--- config.mk ---
export PLATFORM = sky130hd
export DESIGN_NAME = seg_scan_driver
export DESIGN_NICKNAME = d
export VERILOG_FILES = /design/src/rtl/seg_scan_driver.sv
export SDC_FILE = /design/constraint.sdc
export NUM_CORES = 1
export LEC_CHECK = 0
export BUFFER_PORTS_ARGS = -buffer_cell sky130_fd_sc_hd__buf_4
export CELL_PAD_IN_SITES_DETAIL_PLACEMENT = 1
export CELL_PAD_IN_SITES_GLOBAL_PLACEMENT = 1
export CORE_MARGIN = 2
export CORE_UTILIZATION = 43
export CTS_CLUSTER_SIZE = 25
export DETAILED_ROUTE_END_ITERATION = 6
export MAX_ROUTING_LAYER = met4
export PLACE_DENSITY_LB_ADDON = 0.3
export SYNTH_ARGS = -nofsm -noshare
export SYNTH_HDL_FRONTEND = slang
export SYNTH_SLANG_ARGS = --single-unit
export TNS_END_PERCENT = 1
--- constraint.sdc ---
create_clock -name clk -period 2.46 [get_ports clk]
set_clock_uncertainty 0.2 [all_clocks]
set_input_delay 0.246 -clock clk [delete_from_list [all_inputs] [get_ports clk]]
set_output_delay 0.246 -clock clk [all_outputs]
set_load 0.05 [all_outputs]
--- src/rtl/seg_scan_driver.sv ---
// seg_scan_driver: multiplexed 7-seg scanner (clk/rst in; data, dp_in, load, lz_en, bright in; dis_seg, dis_dp, upd_ack, frame out) with frame-synchronous update, zero blanking and PWM brightness
module seg_scan_driver #(
  parameter int DIGITS = 4,
  parameter int DIV    = 50000
) (
  input  logic                clk,
  input  logic                rst,
  input  logic [4*DIGITS-1:0] data,
  input  logic [DIGITS-1:0]   dp_in,
  input  logic                load,
  input  logic                lz_en,
  input  logic [3:0]          bright,
  output logic [DIGITS+6:0]   dis_seg,
  output logic                dis_dp,
  output logic                upd_ack,
  output logic                frame
);
  localparam int CW = $clog2(DIV + 1);
  localparam int SW = $clog2(DIGITS);
  localparam int STEP = (DIV + 1) / 16;
  localparam logic [CW-1:0] CNT_END = CW'(DIV);
  localparam logic [SW-1:0] SEL_END = SW'(DIGITS - 1);
  logic [CW-1:0] cnt_q, cnt_d;
  logic [SW-1:0] sel_q, sel_d;
  logic pend_q, pend_d;
  logic [4*DIGITS-1:0] pend_data_q, pend_data_d, act_data_q, act_data_d;
  logic [DIGITS-1:0] pend_dp_q, pend_dp_d, act_dp_q, act_dp_d;
  logic [DIGITS+6:0] dis_seg_q, dis_seg_d;
  logic dis_dp_q, dis_dp_d, upd_ack_q, upd_ack_d, frame_q, frame_d;
  logic cnt_end, wrap, lit, lz, blank, dp;
  logic [3:0] nib;
  logic [31:0] thr;
  function automatic logic [6:0] seg7(input logic [3:0] n);
    case (n)
      4'h0: seg7 = 7'b1111110;
      4'h1: seg7 = 7'b0110000;
      4'h2: seg7 = 7'b1101101;
      4'h3: seg7 = 7'b1111001;
      4'h4: seg7 = 7'b0110011;
      4'h5: seg7 = 7'b1011011;
      4'h6: seg7 = 7'b1011111;
      4'h7: seg7 = 7'b1110000;
      4'h8: seg7 = 7'b1111111;
      4'h9: seg7 = 7'b1111011;
      4'ha: seg7 = 7'b1110111;
      4'hb: seg7 = 7'b0011111;
      4'hc: seg7 = 7'b1001110;
      4'hd: seg7 = 7'b0111101;
      4'he: seg7 = 7'b1001111;
      default: seg7 = 7'b1000111;
    endcase
  endfunction
  always_comb begin
    cnt_end = cnt_q == CNT_END;
    wrap = cnt_end && sel_q == SEL_END;
    cnt_d = cnt_end ? '0 : cnt_q + 1'b1;
    sel_d = wrap ? '0 : sel_q + SW'(cnt_end);
    pend_d = !wrap && (load || pend_q);
    pend_data_d = load && !wrap ? data : pend_data_q;
    pend_dp_d = load && !wrap ? dp_in : pend_dp_q;
    act_data_d = !wrap ? act_data_q : load ? data : pend_q ? pend_data_q : act_data_q;
    act_dp_d = !wrap ? act_dp_q : load ? dp_in : pend_q ? pend_dp_q : act_dp_q;
    upd_ack_d = wrap && (load || pend_q);
    frame_d = wrap;
    nib = 4'h0;
    dp = 1'b0;
    blank = 1'b0;
    lz = 1'b1;
    for (int i = 0; i < DIGITS; i++) begin
      lz = lz && act_data_q[4*(DIGITS-1-i) +: 4] == 4'h0;
      if (sel_q == SW'(i)) begin
        nib = act_data_q[4*(DIGITS-1-i) +: 4];
        dp = act_dp_q[DIGITS-1-i];
        blank = lz_en && lz && i != DIGITS - 1;
      end
    end
    thr = 32'(STEP) * (32'(bright) + 32'd1);
    lit = bright == 4'hf || 32'(cnt_q) < thr;
    dis_seg_d = lit ? {{1'b1, {(DIGITS-1){1'b0}}} >> sel_q, blank ? 7'h0 : seg7(nib)} : '0;
    dis_dp_d = lit && dp;
  end
  always_ff @(posedge clk or posedge rst) begin
    if (rst) begin
      cnt_q <= '0;
      sel_q <= '0;
      pend_q <= 1'b0;
      pend_data_q <= '0;
      pend_dp_q <= '0;
      act_data_q <= '0;
      act_dp_q <= '0;
      dis_seg_q <= '0;
      dis_dp_q <= 1'b0;
      upd_ack_q <= 1'b0;
      frame_q <= 1'b0;
    end else begin
      cnt_q <= cnt_d;
      sel_q <= sel_d;
      pend_q <= pend_d;
      pend_data_q <= pend_data_d;
      pend_dp_q <= pend_dp_d;
      act_data_q <= act_data_d;
      act_dp_q <= act_dp_d;
      dis_seg_q <= dis_seg_d;
      dis_dp_q <= dis_dp_d;
      upd_ack_q <= upd_ack_d;
      frame_q <= frame_d;
    end
  end
  assign dis_seg = dis_seg_q;
  assign dis_dp = dis_dp_q;
  assign upd_ack = upd_ack_q;
  assign frame = frame_q;
endmodule

### After elaboration in Yosys (flattened, before gate mapping)

Memory sizes are Yosys's and may differ from the RTL's.
Cells that the tools add are included.

* $mul: 1
* shift-type cells: 1
* add/subtract/negate cells: 3
* muxes and demuxes: 20
* magnitude comparators: 1
* equal/unequal tests: 5
* reductions and logical operators: 19

Operator list (number)
* two-way mux 16 bit: 3
* two-way mux 4 bit: 6
* less-than comparator 16 x 17 -> 1 bit: 1
* multiplier 12 x 5 -> 17 bit, first input constant: 1
* adder 16 x 1 -> 16 bit, second input constant: 1
* equality test 16 bit, second input constant: 1
* logical NOT 4 bit: 3
* two-way mux 11 bit: 1
* logical AND 1 bit: 10
* two-way mux 1 bit: 8
* two-way mux 7 bit: 1
* adder 4 x 1 -> 5 bit, second input constant: 1
* equality test 2 bit, second input constant: 2
* equality test 4 bit, second input constant: 1
* >> shifter 4 x 2 -> 4 bit, first input constant: 1
* adder 2 x 1 -> 2 bit: 1
* equality test 2 x 1 -> 1 bit, second input constant: 1
* logical NOT 2 bit: 1
* logical OR 1 bit: 2
* two-way mux 2 bit: 1
* AND reduction 2 bit: 1
* nonzero test 2 bit: 1
* logical NOT 1 bit: 1

* output and inout port bits: 14
* bits in read-only memories: 112
* memories kept: 1
* register bits: 73
* logic and storage cells: 62

Memories
* (name not given): words 16, bits a word 7, rd ports 1, clocked after memory_dff 0, write ports 0, RTL line 34 `case (n)`

### Logic depth before layout (Yosys ltp)

* depth in word-level cells: 8
* mapped depth: 20
* gate-level depth less buffers: 20

### Worst setup path before layout

Ideal clock, no wire load.

* path type: in2reg
* from: input port bright[0]
* to: register dis_seg_q[0], in the netlist dis_seg[0]
* arrival time: 4224 ps
* cell stages on the path: 19
* library setup time: 169 ps
* buffers on the path: 0
* slack: -2133 ps
* cells stage by stage: ha_1 -> xor2_1 -> ha_1 -> xnor2_1 -> ha_1 -> ha_1 -> ha_1 -> a21o_1 -> a21oi_1 -> o211ai_1 -> a31oi_1 -> xor2_1 -> ha_1 -> nand2_1 -> o21a_1 -> a21oi_1 -> a211oi_1 -> nor4_1 -> a221oi_1

* word-level cells in the longest chain between the ends: 5
* elaborated cells on any way between the ends: 6
* classes of those cells: add/sub: 1; mul: 1; order compare: 1; eq/ne: 1; mux: 1; reduce/logical: 1

Ends and longest elaborated chain
* from (decl): RTL line 12 `input logic [3:0] bright,`
* adder 4 x 1 -> 5 bit: RTL line 77 `thr = 32'(STEP) * (32'(bright) + 32'd1);`
* multiplier 12 x 5 -> 17 bit: RTL line 77
* less-than comparator 16 x 17 -> 1 bit: RTL line 78 `lit = bright == 4'hf || 32'(cnt_q) < thr;`
* logical OR 1 bit *: RTL line 78
* two-way mux 11 bit *: RTL line 79 `dis_seg_d = lit ? {{1'b1, {(DIGITS-1){1'b0}}} >> sel_q, blank ? 7'h0 : seg7(nib)} : '0;`
* named net dis_seg_d[0]: RTL line 28 `logic [DIGITS+6:0] dis_seg_q, dis_seg_d;`
* to (signal assigned): RTL line 103 `dis_seg_q <= dis_seg_d;`
* to (decl): RTL line 28

The timed path passes the listed nets; every way through them passes the cells marked *.
A chain may end at the register's enable or synchronous reset.

### Final worst setup path

* from: input port bright[1]
* to: register dis_seg_q[6], in the netlist dis_seg[6]

Same word-level chain as after synthesis.

==> results.py <==
metrics = {
    "outcome": {
        "status": "finished, violations left",
        "violations": "negative setup slack",
    },
    "cells_and_area": {
        "drive_gt1_share_pct": 31.61,
        "nets": 618,
        "final_area_mm2": 0.006128,
        "syn_to_final_growth_pct": 36.97,
        "n_antenna_cell": 0,
        "stdcell_count": 677,
    },
    "floorplan": {
        "die-width_um": 106.0,
        "rows": 37,
        "start_util_pct": 43.73,
        "fp.coreArea_mm2": 0.01023,
        "die_h_um": 106.0,
        "die-area_mm2": 0.01124,
        "num_io_pins": 42,
    },
    "critical_path": {
        "cp_common_cell": "ha_4",
        "crit_required_ns": 2.53,
        "critical_path.top_delay_family": "compound AO/OA/AOI/OAI gates",
        "path_max_fanout": 5,
        "cp.buffers_inverters": 4,
        "crit_slowest_cell": "fa_1",
        "crit_chain": "buf_4, ha_4, xor2_4, ha_4, inv_2, fa_1, inv_2, ha_4, a21o_1, a21oi_2, o211ai_1, a31oi_2, o21bai_1, xnor2_1, ha_1, nand3_2, a21oi_2, a211oi_4, o41ai_4, buf_4, a211oi_2",
        "critPathArrivalTime_ns": 4.20,
        "end_kind": "flop",
        "slowest_delay_ns": 0.55,
        "crit_path_start_kind": "input port",
        "path_class": "in -> reg",
    },
    "power": {
        "pwr-share-clk_pct": 27.7,
        "switching_power_mw": 0.9625,
        "leakagePower_nw": 2.882,
        "swShare_pct": 31.45,
        "p_int_mw": 2.098,
        "power_density_mw_per_mm2": 499.3,
        "combPwrFrac_pct": 31.2,
        "total_power_mw": 3.060,
        "seqPwrFrac_pct": 41.1,
        "irDropWorstVdd_uv": 306.2,
    },
    "grt": {
        "grt_use_total_pct": 23.93,
        "antenna_found_initial": 0,
        "grt_first_pass_wirelength_um": 20420,
        "grt_pass1_vias": 4136,
        "grt_max_degree": 74,
        "gr-total-overflow": 0,
    },
    "cts": {
        "insertion_delay_ns": 0.36,
        "clkSinkCount": 73,
        "clk_pin_slew_ns": 0.09,
        "numCtsBuffers": 9,
        "cts_tree": "done",
        "cts_buffer_depth": 2,
        "h-tree-depth": 3,
        "cts_root_buffer": "clkbuf_8",
    },
    "placement": {
        "placed_area_mm2": 0.005545,
        "hpwl_um": 8610,
        "io_buffer_count": 41,
        "globalplace.congestion": 0.8603,
        "dp.cells": 638,
        "dpl_worst_slack_ns": -2.259,
    },
    "drt": {
        "vias_per_cell": 5.453,
        "firstDrtPassIters": 6,
        "first_iter_violations": 134,
        "avgRoutedWirePerCell_um": 18.53,
        "wirelength_um": 12550,
        "via_count": 3692,
        "drc": 0,
        "postRouteAntennaNets": 0,
    },
    "sta": {
        "relSlewSlack_pct": 70.31,
        "timing.fmax_ghz": 0.2421,
        "finalWorstSetupSlack_ns": -1.670,
        "fin_crit_sh_pct": 167.9,
        "setup_viol": 13,
        "drv_slew": 0,
        "post-route-min-period_ns": 4.130,
        "worst_pin_slew_ns": 0.4413,
        "rsz0062_at_grt": "yes",
        "hold_viol_final": 0,
    },
    "synth": {
        "synth_warnings": 0,
        "synth_area_leaders": "dfrtp_1, ha_1, mux2_1, mux2i_1, nor2_1",
        "netlist_instances": 418,
        "synth_cell_type_count": 51,
        "ys_seq_elements": 73,
        "syn_area_mm2": 0.004474,
        "syn_area_per_cell_um2": 10.70,
        "ys_seq_area_share_pct": 40.83,
        "yosysTopAreaCellShare_pct": 40.83,
        "synth_nets": 500,
        "synth_area_leader_cell": "dfrtp_1",
    },
    "hold_path": {
        "hold_class": "in -> reg",
    },
    "flow_run": {
        "maxCapViolations": 0,
    },
}
==> cell families (layout without fill, tap and decap cells) <==
| family | after synthesis | after routing | share of synthesized area, % |
|---|---|---|---|
| XOR/XNOR | 29 | 29 | 5.677 |
| AND/OR/NAND/NOR | 119 | 119 | 13.53 |
| multiplexers | 46 | 46 | 12.28 |
| AO/OA/AOI/OAI | 65 | 65 | 9.256 |
| adder cells (fa/ha/maj) | 54 | 54 | 15.27 |
| flip-flops | 73 | 73 | 40.83 |
| buffers and inverters | 32 | 155 | 3.160 |
==> cell usage after synthesis, drive strengths merged <==
cell      n
a32oi     1
or3       1
nor3      8
mux2i    20
o41ai     1
fa        1
and4      1
a22o      1
inv      19
o2111ai   1
o22ai     2
and2      4
buf       8
clkbuf    5
nand2b    2
nor2b    10
or4       1
a221oi    4
o211ai    3
nor2     44
xnor2    14
and3      7
a21o      5
ha       53
o31ai     1
xor2     15
nand4b    2
a31oi     3
nand2    13
nand3b    1
nor4      5
o21a      2
mux4      5
o21bai    1
nand3    12
a21oi    32
or2b      1
a211oi    4
nor4b     1
dfrtp    73
nor3b     3
mux2     21
nand4     3
o21ai     4
==> repair_timing <==
item,CTS,global route
hold buffers,21,0
resized for setup,18,19
setup buffers,4,1
pin swaps,20,24
endpoints found under the hold margin,97,0
setup endpoints to repair,52,52
==> power by group through the flow <==
stage	Combinational [mW]	Clock, mW	Sequential (mW)
2_1_floorplan	0.526	0	1.29
3_3_place_gp	0.827	0	1.28
3_5_place_dp	0.881	0	1.28
4_1_cts	0.934	0.865	1.26
5_1_grt	1.05	0.932	1.26
6_report	0.954	0.848	1.26
==> placed cells by master, fill, tap and decap left out, drive strengths merged, types with 7 or more instances in the layout <==
cell         count
buf             99
dfrtp           73
ha              53
nor2            44
a21oi           32
dlygate4sd3     21
mux2            21
mux2i           20
inv             19
xor2            15
xnor2           14
nand2           13
nand3           12
nor2b           10
clkbuf          10
nor3             8
and3             7
==> metal layers <==
layer  wire length, um  global-route usage (%)  vias to the layer above
li1                  -                       -                     1730
met1              5416                   28.42                     1874
met3               301                   4.231                       27
met5                 0                       -                        -
met2              6509                   41.11                       61
met4               321                   8.365                        0
==> worst register-to-register path, delay by kind of cell, from the launching register on <==
| family | cells | cell delay, ns |
|---|---|---|
| AND/OR/NAND/NOR | 4 | 1.04 |
| buffers and inverters | 3 | 0.55 |
| flip-flops | 1 | 0.40 |
| AO/OA/AOI/OAI | 1 | 0.19 |
==> flip-flops by register name, summed over array words and instances, names as in the netlist <==
name	flops
act_data_q	16
cnt_q	16
pend_data_q	16
dis_seg	11
act_dp_q	4
pend_dp_q	4
sel_q	2
dis_dp	1
frame	1
pend_q	1
upd_ack	1
==> path summary, 6_finish.rpt <==
path	from	to	slack [ns]	cells after the start
setup reg to reg	cnt_q[7]	act_data_q[7]	-0.01	8
hold / removal	lz_en	dis_seg[5]	0.04	4
setup / recovery	bright[1]	dis_seg[6]	-1.67	21
min in group asynchronous	rst	cnt_q[2]	0.33	4
max in group asynchronous	rst	dis_seg[9]	1.41	4
hold reg to reg	pend_data_q[3]	pend_data_q[3]	0.30	1
==> stage by stage <==
step / TNS (ns) / hold WS (ns) / util (%)
3_3_place_gp: -24.26 / 0.1692 / 54.20
6_report: -18.99 / 0.03630 / 59.90
3_5_place_dp: -26.27 / 0.1726 / 54.20
5_1_grt: -22.84 / 0.03588 / 59.90
2_1_floorplan: -18.12 / 0.1777 / -
4_1_cts: -19.36 / 0.1691 / 58.88
==> layout make-up <==
cell class,count,area [um2]
fillers,1095,4103
multi-input cells,313,2875
flip-flops and latches,73,1828
repair buffers,120,1006
well taps,136,170.2
clock buffers,10,127.6
inverters,19,77.57
clock inverters,6,43.79
Power figures use the tool's default switching activity.
